### src/rtl/riscv_rst_seq_pkg.sv
// Shared definitions for the reset sequencer: FSM state encodings and counter sizing.
package riscv_rst_seq_pkg;

   typedef enum logic [1:0] {
      ST_IDLE = 2'd0,
      ST_HOLD = 2'd1,
      ST_REL  = 2'd2,
      ST_RUN  = 2'd3
   } rst_state_t;

   // Bits needed to hold 0..n-1, never less than one.
   function automatic int cnt_w(input int n);
      return (n <= 2) ? 1 : $clog2(n);
   endfunction

endpackage

### src/rtl/riscv_rst_sync.sv
// Reset-release synchroniser: asynchronous clear, shifts in a constant 1 on every clock.
module riscv_rst_sync #(
   parameter int STAGES = 2
) (
   input  logic clk,
   input  logic rst_n,
   output logic sync,
   output logic sync_pre
);

   logic [STAGES-1:0] chain_reg;

   generate
      for (genvar gi = 0; gi < STAGES; gi++) begin : g_stage
         always_ff @(posedge clk or negedge rst_n) begin
            if (!rst_n) begin
               chain_reg[gi] <= 1'b0;
            end else if (gi == 0) begin
               chain_reg[gi] <= 1'b1;
            end else begin
               chain_reg[gi] <= chain_reg[(gi == 0) ? 0 : gi-1];
            end
         end
      end
   endgenerate

   assign sync     = chain_reg[STAGES-1];
   // One stage early, so a consumer can act on the same edge the output rises.
   assign sync_pre = chain_reg[STAGES-2];

endmodule

### src/rtl/riscv_rst_seq.sv
// Reset sequencer: synchronised board-reset release, programmable hold, then staggered
// release of N_CH reset domains; a soft request replays the sequence from HOLD.
module riscv_rst_seq
   import riscv_rst_seq_pkg::*;
#(
   parameter int N_CH        = 4,
   parameter int SYNC_STAGES = 2,
   parameter int HOLD_CYCLES = 100,
   parameter int STAGE_GAP   = 8,
   parameter int CNT_W       = 8
) (
   input  logic             clk,
   input  logic             rst_n,
   input  logic             sw_rst_req,
   output logic [N_CH-1:0]  rst_n_out,
   output logic             ready,
   output logic [1:0]       state,
   output logic [CNT_W-1:0] sw_rst_cnt
);

   localparam int HOLD_W = cnt_w(HOLD_CYCLES);
   localparam int GAP_W  = cnt_w(STAGE_GAP);
   localparam int CH_W   = cnt_w(N_CH);

   localparam logic [HOLD_W-1:0] HOLD_LAST = HOLD_W'(HOLD_CYCLES - 1);
   localparam logic [GAP_W-1:0]  GAP_LAST  = GAP_W'(STAGE_GAP - 1);
   localparam logic [CH_W-1:0]   CH_LAST   = CH_W'(N_CH - 1);

   logic rst_sync;
   logic rst_sync_pre;

   rst_state_t        state_reg;
   logic [HOLD_W-1:0] hold_cnt_reg;
   logic [GAP_W-1:0]  gap_cnt_reg;
   logic [CH_W-1:0]   ch_idx_reg;
   logic [N_CH-1:0]   rst_n_out_reg;
   logic              ready_reg;
   logic [CNT_W-1:0]  sw_rst_cnt_reg;

   riscv_rst_sync #(
      .STAGES   (SYNC_STAGES)
   ) u_sync (
      .clk      (clk),
      .rst_n    (rst_n),
      .sync     (rst_sync),
      .sync_pre (rst_sync_pre)
   );

   always_ff @(posedge clk or negedge rst_n) begin
      if (!rst_n) begin
         state_reg      <= ST_IDLE;
         hold_cnt_reg   <= '0;
         gap_cnt_reg    <= '0;
         ch_idx_reg     <= '0;
         rst_n_out_reg  <= '0;
         ready_reg      <= 1'b0;
         sw_rst_cnt_reg <= '0;
      end else begin
         case (state_reg)
            // Leaving on the look-ahead tap puts HOLD entry on the edge rst_sync rises.
            ST_IDLE: begin
               if (rst_sync_pre) begin
                  state_reg    <= ST_HOLD;
                  hold_cnt_reg <= '0;
               end
            end
            ST_HOLD: begin
               if (sw_rst_req) begin
                  hold_cnt_reg <= '0;
               end else if (rst_sync) begin
                  if (hold_cnt_reg == HOLD_LAST) begin
                     rst_n_out_reg <= N_CH'(1);
                     gap_cnt_reg   <= '0;
                     ch_idx_reg    <= CH_W'(1);
                     state_reg     <= (N_CH == 1) ? ST_RUN : ST_REL;
                  end else begin
                     hold_cnt_reg <= hold_cnt_reg + 1'b1;
                  end
               end
            end
            ST_REL, ST_RUN: begin
               if (sw_rst_req) begin
                  rst_n_out_reg <= '0;
                  ready_reg     <= 1'b0;
                  hold_cnt_reg  <= '0;
                  state_reg     <= ST_HOLD;
                  if (sw_rst_cnt_reg != '1) begin
                     sw_rst_cnt_reg <= sw_rst_cnt_reg + 1'b1;
                  end
               end else if (state_reg == ST_RUN) begin
                  ready_reg <= 1'b1;
               end else if (gap_cnt_reg == GAP_LAST) begin
                  rst_n_out_reg <= rst_n_out_reg | (N_CH'(1) << ch_idx_reg);
                  gap_cnt_reg   <= '0;
                  if (ch_idx_reg == CH_LAST) begin
                     state_reg <= ST_RUN;
                  end else begin
                     ch_idx_reg <= ch_idx_reg + 1'b1;
                  end
               end else begin
                  gap_cnt_reg <= gap_cnt_reg + 1'b1;
               end
            end
            default: state_reg <= ST_IDLE;
         endcase
      end
   end

   assign rst_n_out  = rst_n_out_reg;
   assign ready      = ready_reg;
   assign state      = state_reg;
   assign sw_rst_cnt = sw_rst_cnt_reg;

endmodule

### config.mk
export PLATFORM = sky130hd
export DESIGN_NAME = riscv_rst_seq
export DESIGN_NICKNAME = d
export VERILOG_FILES = /design/src/rtl/riscv_rst_seq_pkg.sv /design/src/rtl/riscv_rst_sync.sv /design/src/rtl/riscv_rst_seq.sv
export SDC_FILE = /design/constraint.sdc
export NUM_CORES = 1
export LEC_CHECK = 0
export CAP_MARGIN = 10
export CORE_UTILIZATION = 60
export CTS_CLUSTER_DIAMETER = 200
export DETAILED_ROUTE_END_ITERATION = 7
export PLACE_DENSITY_LB_ADDON = 0.25
export SLEW_MARGIN = 10
export SYNTH_ARGS = -nofsm -noshare
export SYNTH_HDL_FRONTEND = slang
export SYNTH_SLANG_ARGS = --single-unit
### constraint.sdc
create_clock -name clk -period 4 [get_ports clk]
set_input_delay 0.8 -clock clk [delete_from_list [all_inputs] [get_ports clk]]
set_output_delay 0.8 -clock clk [all_outputs]
set_load 0.03 [all_outputs]
# After elaboration in Yosys (flattened, before gate mapping)
# Index checks and enable logic that the tools add are counted.
[totals]
register_bits = 29
latch_bits = 0
mem_bits_rw = 0
rom_bits = 0
input_bits = 3
output_inout_bits = 15
word_cells = 86
memories = 0
[classes]
add_sub_neg = 4
mul = 0
div = 0
order_cmp = 0
n_eq_ne = 21
shifts = 1
mux = 39
bitwise = 1
n_reduce_logical = 11
[ops]
columns = ["op", "n"]
rows = [
  ["$mux 7", 5],
  ["$mux 2", 15],
  ["$mux 4", 6],
  ["$pmux 7 s3", 1],
  ["$mux 3", 6],
  ["$ne 2x2->1 const B", 7],
  ["$ne 3x3->1 const B", 4],
  ["$reduce_and 6->1", 2],
  ["$add 8x1->8 const B", 1],
  ["$ne 8x8->1 const B", 1],
  ["$pmux 4 s2", 1],
  ["$reduce_and 8->1", 1],
  ["$add 7x1->7 const B", 1],
  ["$eq 7x7->1 const B", 1],
  ["$reduce_and 7->1", 1],
  ["$eq 2x2->1 const B", 3],
  ["$pmux 2 s3", 1],
  ["$pmux 3 s2", 1],
  ["$ne 2x1->1 const B", 2],
  ["$or 4x4->4", 1],
  ["$pmux 2 s2", 1],
  ["$reduce_and 4->1", 1],
  ["$reduce_bool 2->1", 2],
  ["$shl 1x2->4 const A", 1],
  ["10 further kinds", 11],
]

# Logic depth before layout (Yosys ltp)
[logic_depth]
ltp_word = 6
mapped_depth = 7
mapped_depth_nobuf = 6

# Cells and area by module
# Synthesis repeated with hierarchy kept, for this count alone.
[hier_totals]
hier_cells = 158
hier_area_um2 = 1726.7
[modules_own_cells]
columns = ["module", "n_inst", "cells_per_inst", "area_each_um2", "seq_area_each_um2"]
rows = [
  ["riscv_rst_seq", 1, 155, 1672.9, 675.6],
  ["riscv_rst_sync", 1, 3, 53.8, 50.0],
]

# Worst setup path after synthesis
# OpenSTA, ideal clock, no wires.
[synth_path]
path_kind = "register to register"
from = "register state_reg[0] (netlist: state[0])"
to = "register ch_idx_reg[0]"
setup_time_ns = 0.125
t_arrival_ns = 2.130
required_ns = 3.875
path_slack_ns = 1.746
path_stages_with_launch = 8
path_buffers = 1
period_less_slack_ns = 2.254
cell_sequence = "dfrtp_1 > inv_1 > ha_1 > clkbuf_1 > o21ai_0 > nand2_1 > nor3_1 > mux2_2"
[synth_between]
elab_chain_len = 4
elab_cells_between_ends = 14
cone_classes = "eq/ne (10); mux (1); reduce/logical (3)"
[synth_lines]
columns = ["element", "line_no", "source"]
rows = [
  ["start, declared", "riscv_rst_seq.sv:32", "rst_state_t state_reg;"],
  ["start signal, assigned", "riscv_rst_seq.sv:75", "state_reg <= (N_CH == 1) ? ST_RUN : ST_REL;"],
  ["$eq 2x2->1, on equally long branches", "riscv_rst_seq.sv:59, riscv_rst_seq.sv:90", ""],
  ["$reduce_or 2->1", "riscv_rst_seq.sv:59", "case (state_reg)"],
  ["$ne 2x2->1 (no line) or $reduce_bool 2->1 (tied branches)", "--", ""],
  ["$reduce_and 8->1 (no line)", "--", ""],
  ["end signal, assigned", "riscv_rst_seq.sv:98", "ch_idx_reg <= ch_idx_reg + 1'b1;"],
  ["end, declared", "riscv_rst_seq.sv:35", "logic [CH_W-1:0] ch_idx_reg;"],
]
# Several ways; a longest one is shown, not always the timed one.
# A chain may end at the register's enable or synchronous reset.

# Worst setup path in the final report
[layout_path]
from = "input sw_rst_req"
to = "register ch_idx_reg[0]"
[layout_between]
elab_chain_len = 2
elab_cells_between_ends = 3
cone_classes = "eq/ne (2); reduce/logical (1)"
[layout_lines]
columns = ["element", "line_no", "source"]
rows = [
  ["start, declared", "riscv_rst_seq.sv:14", "input logic sw_rst_req,"],
  ["$ne 2x2->1 (no line)", "--", ""],
  ["$reduce_and 8->1 (no line) *", "--", ""],
]
# Mark *: on every way between the ends. The rest lies on a longest branch, timed or not.

==> reports/qor.yml <==
run_status:
  outcome: "complete, no violations"
layout:
  largest_reg_flops: 8
  fillers: 184
  layout_commonest_cell: "dfrtp_1"
  areaGrowthSynthToFinish_pct: 15.3
  mostFrequentLayoutCells: "29 x dfrtp_1, 17 x clkdlybuf4s50_1, 16 x nand2_1"
  drive_gt1_share_pct: 7.78
  multiInputGateArea_sq_um: 861
  nets: 197
  diodes: 0
  final-seq-area_sq_um: 726
worst_setup_path:
  r2r-end: "ch_idx_reg[0]$_DFFE_PN0P_"
  critical_path_class: "in2reg"
  endpoint_kind: "flop"
  cp_max_fo: 13
  arrival_ns: 2.94
  r2r_cells: 6
  start_kind: "primary input"
  required_ns: 4.21
  cp-startpoint: "sw_rst_req"
  r2r_slack_ns: 1.67
  crit-reg2reg-launch: "state[0]$_DFFE_PN0P_"
synth:
  ys_seq_area_share_pct: 44.4
  yosysUniqueCellTypes: 38
  syn-num-nets: 175
  syn_area_per_cell_sq_um: 10.3
  syn_inst: 158
  ys_seq_elements: 29
  yosys_warnings: 0
  netlist_area_sq_mm: 0.00163
clock_network:
  clock_latency_ns: 0.32
  cts_hold_repair.buffers: 0
  ctsResizeCount: 0
  clk_path_buf_depth: 2
  clock_sinks: 29
  tritoncts: "built"
  cts_buffers: 5
  clk_pin_slew_ns: 0.08
  cts-root-buf: "clkbuf_4"
  post_cts_buffers: 0
  h-tree-depth: 2
power:
  total_power_mw: 1.35
  p_leak_nw: 0.837
  ir_worst_vdd_uv: 659
  p_per_area_mw_per_mm2: 717
hold_path:
  holdPathEnd: "u_sync.sync$_DFF_PN0_"
  whs_path_depth: 0
  min_from: "u_sync.sync_pre$_DFF_PN0_"
  hp-class: "reg2reg"
sta:
  fin_crit_ns: 2.74
  period_share_pct: 68.4
  fmax_mhz: 366
  slew_viol_final: 0
  fin_skew_ns: 0.00459
  worst_pin_slew_ns: 0.571
  rsz0062_at_grt: "no"
  finalHoldViolations: 0
  setup_tns_ns: 0
  slew_headroom_pct: 61.9
  finalSetupViolCount: 0
die:
  rows: 18
  core_sq_mm: 0.00252
  die_y_microns: 54.2
  dieArea_sq_mm: 0.00293
  die_w_microns: 54.2
  pin_count: 18
  start_util_pct: 64.7
detailed_routing:
  vias_per_cell: 5.97
  drc: 0
  drt-total-wl_microns: 3110
  drt-initial-drc-count: 20
  wl_per_cell_microns: 14.8
  ant_nets: 0
  first_pass_iters: 4
  vias: 1254
placed_design:
  place_congestion: 0.801
  dpl.hpwl_microns: 2180
  io_buffers: 17
grt:
  grt_overflow_total: 0
  antenna_found_initial: 0
  grt_usage_pct: 24.1
  grt_pass1_wl_microns: 4890
  first_global_vias: 1092
  grt_max_degree: 30
run:
  maxCapViolations: 0
[worst max-delay path: stages]
cell,delay (ns)
clkdlybuf4s50_1,0.61
nor4b_4,0.38
a41oi_2,0.35
nor3_1,0.43
mux2_2,0.37
[per-layer routing]
layer	GRT usage [%]	wire [microns]	up-vias
li1	-	-	612
met1	32.1	1460	598
met2	37.0	1460	39
met3	5.93	156	5
met4	10.3	31	0
met5	0	0	-
[area by class of cell]
type,instances,area share [%]
Clock buffer,7,2.92
Timing Repair Buffer,18,9.44
Multi-Input combinational cell,119,45.7
Sequential cell,29,38.5
Inverter,7,1.40
Tap cell,30,1.99
[per-stage QoR]
stage	instances	setup WS (ns)	hold WS, ns	instance area, sq um	util [%]
6_report	210	1.26	0.404	1880	74.7
2_1_floorplan	158	1.75	0.366	1630	-
5_1_grt	210	1.20	0.441	1880	74.7
3_3_place_gp	203	1.06	0.374	1830	72.5
4_1_cts	210	1.31	0.410	1880	74.7
3_5_place_dp	203	0.959	0.391	1830	72.5
[cells by family after synthesis]
group / after synthesis / synth area share, %
xor gates and xnor gates: 7 / 3.75
DFF: 29 / 44.4
AOI/OAI and AO/OA: 35 / 15.4
muxes: 5 / 3.22
and+or+nand+nor: 57 / 19.4
buffers and inverters: 10 / 2.83
adders and majority gates: 14 / 10.7
other: 1 / 0.230
[synthesized netlist by cell type]
| master | instances | area (sq um) |
|---|---|---|
| dfrtp_1 | 29 | 726 |
| o21a_1 | 5 | 37.5 |
| a221o_1 | 1 | 10.0 |
| a21oi_1 | 2 | 10.0 |
| o31a_1 | 1 | 8.76 |
| xor2_1 | 4 | 35.0 |
| nor2_1 | 6 | 22.5 |
| nor3b_1 | 1 | 7.51 |
| nand2b_1 | 4 | 25.0 |
| buf_6 | 1 | 11.3 |
| clkbuf_1 | 1 | 3.75 |
| buf_2 | 1 | 5.00 |
| a31o_2 | 1 | 8.76 |
| inv_1 | 7 | 26.3 |
| xnor2_1 | 3 | 26.3 |
| conb_1 | 1 | 3.75 |
| a211o_1 | 1 | 8.76 |
| o21bai_1 | 2 | 15.0 |
| a41oi_2 | 1 | 16.3 |
| nor4b_1 | 3 | 26.3 |
| ha_1 | 14 | 175 |
| and3_1 | 1 | 6.26 |
| nand3_1 | 5 | 25.0 |
| or4_1 | 1 | 7.51 |
| o31ai_1 | 4 | 30.0 |
| nor3_1 | 9 | 45.0 |
| mux2_2 | 2 | 22.5 |
| o21ai_0 | 11 | 55.1 |
| nor2b_1 | 3 | 18.8 |
| o22a_1 | 4 | 35.0 |
| o21ba_2 | 1 | 10.0 |
| nor4_1 | 3 | 18.8 |
| nor4b_4 | 1 | 23.8 |
| mux2i_1 | 3 | 30.0 |
| nand2_1 | 16 | 60.1 |
| nand4_1 | 3 | 18.8 |
| a31oi_1 | 1 | 6.26 |
| or4_4 | 1 | 11.3 |
[worst max path at each step]
| stage | to | depth (start not counted) | slack [ns] |
|---|---|---|---|
| after detailed placement | ch_idx_reg[0]$_DFFE_PN0P_ | 5 | 0.96 |
| after global placement | ch_idx_reg[0]$_DFFE_PN0P_ | 5 | 1.06 |
| final | ch_idx_reg[0]$_DFFE_PN0P_ | 5 | 1.26 |
| after floorplan | ch_idx_reg[0]$_DFFE_PN0P_ | 7 | 1.75 |
| after CTS | ch_idx_reg[0]$_DFFE_PN0P_ | 5 | 1.31 |
| after global routing | ch_idx_reg[0]$_DFFE_PN0P_ | 5 | 1.20 |
[where the power goes]
| group | total (mW) | leakage, nW | switching (mW) | internal (mW) |
|---|---|---|---|---|
| Combinational | 0.718 | 0.430 | 0.422 | 0.296 |
| Clock | 0.175 | 0.0314 | 0.0922 | 0.0828 |
| Sequential | 0.458 | 0.376 | 0.0848 | 0.373 |
(Power assumes the default switching activity.)
==> patch (same flow settings) <==
One comparison of `hold_cnt_reg` changes from == to >=.
--- a/src/rtl/riscv_rst_seq.sv
+++ b/src/rtl/riscv_rst_seq.sv
@@ -69,5 +69,5 @@
                   hold_cnt_reg <= '0;
                end else if (rst_sync) begin
-                  if (hold_cnt_reg == HOLD_LAST) begin
+                  if (hold_cnt_reg >= HOLD_LAST) begin
                      rst_n_out_reg <= N_CH'(1);
                      gap_cnt_reg   <= '0;
Function: no difference found for any inputs over 10 cycles, from zero or initial values and one cycle with rst_n low; that may be too few to reach the edited logic, so the function may still have changed.
==> patch against the original RTL <==
- cell area up 0.73%
- wire length up 4.9%
- critical endpoint is now gap_cnt_reg[2]
- sequential cell count unchanged
- highest routed layer unchanged
- worst setup slack better by 0.29 ns
- power down 15%
- sequential power down 6.3%
- synthesized area up 0.54%
- non-clock buffer count unchanged
- largest power group unchanged
==> patch: results (changes against the original RTL) <==
* Inst Count DP at 195 (was 203)
* Synth unique cells at 48 (was 38)
* DR pass1 iterations at 6 (was 4)
* First-pass GRT wire length at 5.119 mm (was 4.892 mm)
* Sw frac at 42.72% (was 44.36%)
* Top post-synthesis cells by count: 29 x dfrtp_1, 13 x ha_1, 11 x nand2_1 (was 29 x dfrtp_1, 16 x nand2_1, 14 x ha_1)
* Starting DRT DRC Count at 23 (was 20)
* Tot Pwr at 1.150 mW (was 1.351 mW)
* Detail Placement HPWL at 2.440 mm (was 2.176 mm)
* CTS Buffer Depth at 2 (unchanged)
* Diodes inserted at 0 (unchanged)
* Placed Area at 1842 µm² (was 1828 µm²)
* Hold Path Sink: u_sync.sync (unchanged)
* Fin nets at 188 (was 197)
* Clk_skew at 0.004023 ns (was 0.004595 ns)
* Ranking of synthesized cells by area: dfrtp_1 44%, ha_1 9.9%, mux2i_1 3.0% (was dfrtp_1 44%, ha_1 11%, nand2_1 3.7%)
* R2R setup slack at 1.86 ns (was 1.67 ns)
* Post-synthesis cell count at 149 (was 158)
* Mapped Nets at 165 (was 175)
* GRT Overall Usage at 25.16% (was 24.11%)
* Max stage delay on crit path at 0.64 ns (was 0.61 ns)
* Worst-path maximum fanout at 12 (was 13)
* Layout cells sized above 1 at 10.47% (was 7.778%)
* Post-CTS sizing at 0 (unchanged)
* Post-DRT Antenna Nets at 0 (unchanged)
* Via density at 6.218 (was 5.971)
* IO Port Bufs at 17 (unchanged)
* Worst hold path class: reg2reg (unchanged)
* CP max stage cell: clkdlybuf4s50_1 (unchanged)
* Peak supply drop at 0.0005239 V (was 0.0006593 V)
* Vias in the first global route at 1155 (was 1092)
* Number of flip-flops in the largest register at 8 (unchanged)
* Setup Fix Bufs, Post-CTS at 0 (unchanged)
* WL final at 3.259 mm (was 3.107 mm)
* Post-Place Setup Slack at 1.229 ns (was 0.9587 ns)
* Reg2reg end: hold_cnt_reg[5] (was ch_idx_reg[0])
* Worst Min Path Start: u_sync.sync_pre (unchanged)
* LEAKAGE at 0.8137 nW (was 0.8368 nW)
* Wirelength per Cell at 16.13 µm (was 14.80 µm)
* Family with the most delay on the worst path: buffers and inverters (was simple AND/OR/NAND/NOR gates)
* Outcome: completed (unchanged)
* Gp weighted congestion at 0.8709 (was 0.8006)
* Top FF cell, synth: dfrtp_1 (unchanged)
* Measured slew at the worst slew-check pin at 0.5504 ns (was 0.5709 ns)
* RR Startpoint: state[0] (unchanged)
* Critical Path AT at 2.64 ns (was 2.94 ns)
* Post-synthesis sequential area ratio at 44.21% (was 44.44%)
* Cts bufs inserted at 5 (unchanged)
## patch: cell families after synthesis
group | synth area share [%]
xor gates and xnor gates | 3.735
adders and majority gates | 9.909
AOI/OAI and AO/OA | 15.63
muxes | 5.793
other | 0.2284
and+or+nand+nor | 17.76
buffers and inverters | 2.744
DFF | 44.21
## patch: power by group through the flow
stage	clock network (mW)	logic [mW]	registers, mW
floorplan	0	0.286	0.505
global placement	0	0.522	0.421
finish	0.175	0.546	0.429
detailed placement	0	0.545	0.433
CTS	0.178	0.547	0.428
global route	0.192	0.587	0.436
## patch: layout make-up
class	instances	area (µm²)
clock buffer	7	55.05
fill	171	625.6
inverter	8	30.03
multi-input combinational	110	870.8
sequential	29	725.7
tap	30	37.54
timing repair buffer	18	177.7
## patch: worst max-delay path by stage
stage / startpoint / endpoint / slack (ns) / cells past startpoint
final: sw_rst_req / gap_cnt_reg[2] / 1.55 / 5
after floorplan: state[0] / hold_cnt_reg[5] / 1.86 / 6
after global placement: sw_rst_req / gap_cnt_reg[1] / 1.31 / 5
after detailed placement: sw_rst_req / gap_cnt_reg[1] / 1.23 / 5
after global routing: sw_rst_req / gap_cnt_reg[1] / 1.47 / 5
after CTS: sw_rst_req / gap_cnt_reg[1] / 1.55 / 5
## patch: per-layer routing
layer / part of all wire, % / GRT usage [%]
met4: 1.1 / 10.68
met1: 47 / 32.15
met5: 0 / 0
met2: 48 / 39.43
met3: 3.8 / 7.500
## patch: metrics by stage
step / hold slack [ns] / util (%)
after floorplan: 0.3456 / -
final: 0.3852 / 75.20
after detailed placement: 0.3684 / 73.02
after global placement: 0.3531 / 73.02
after CTS: 0.3861 / 75.20
after global routing: 0.4039 / 75.20
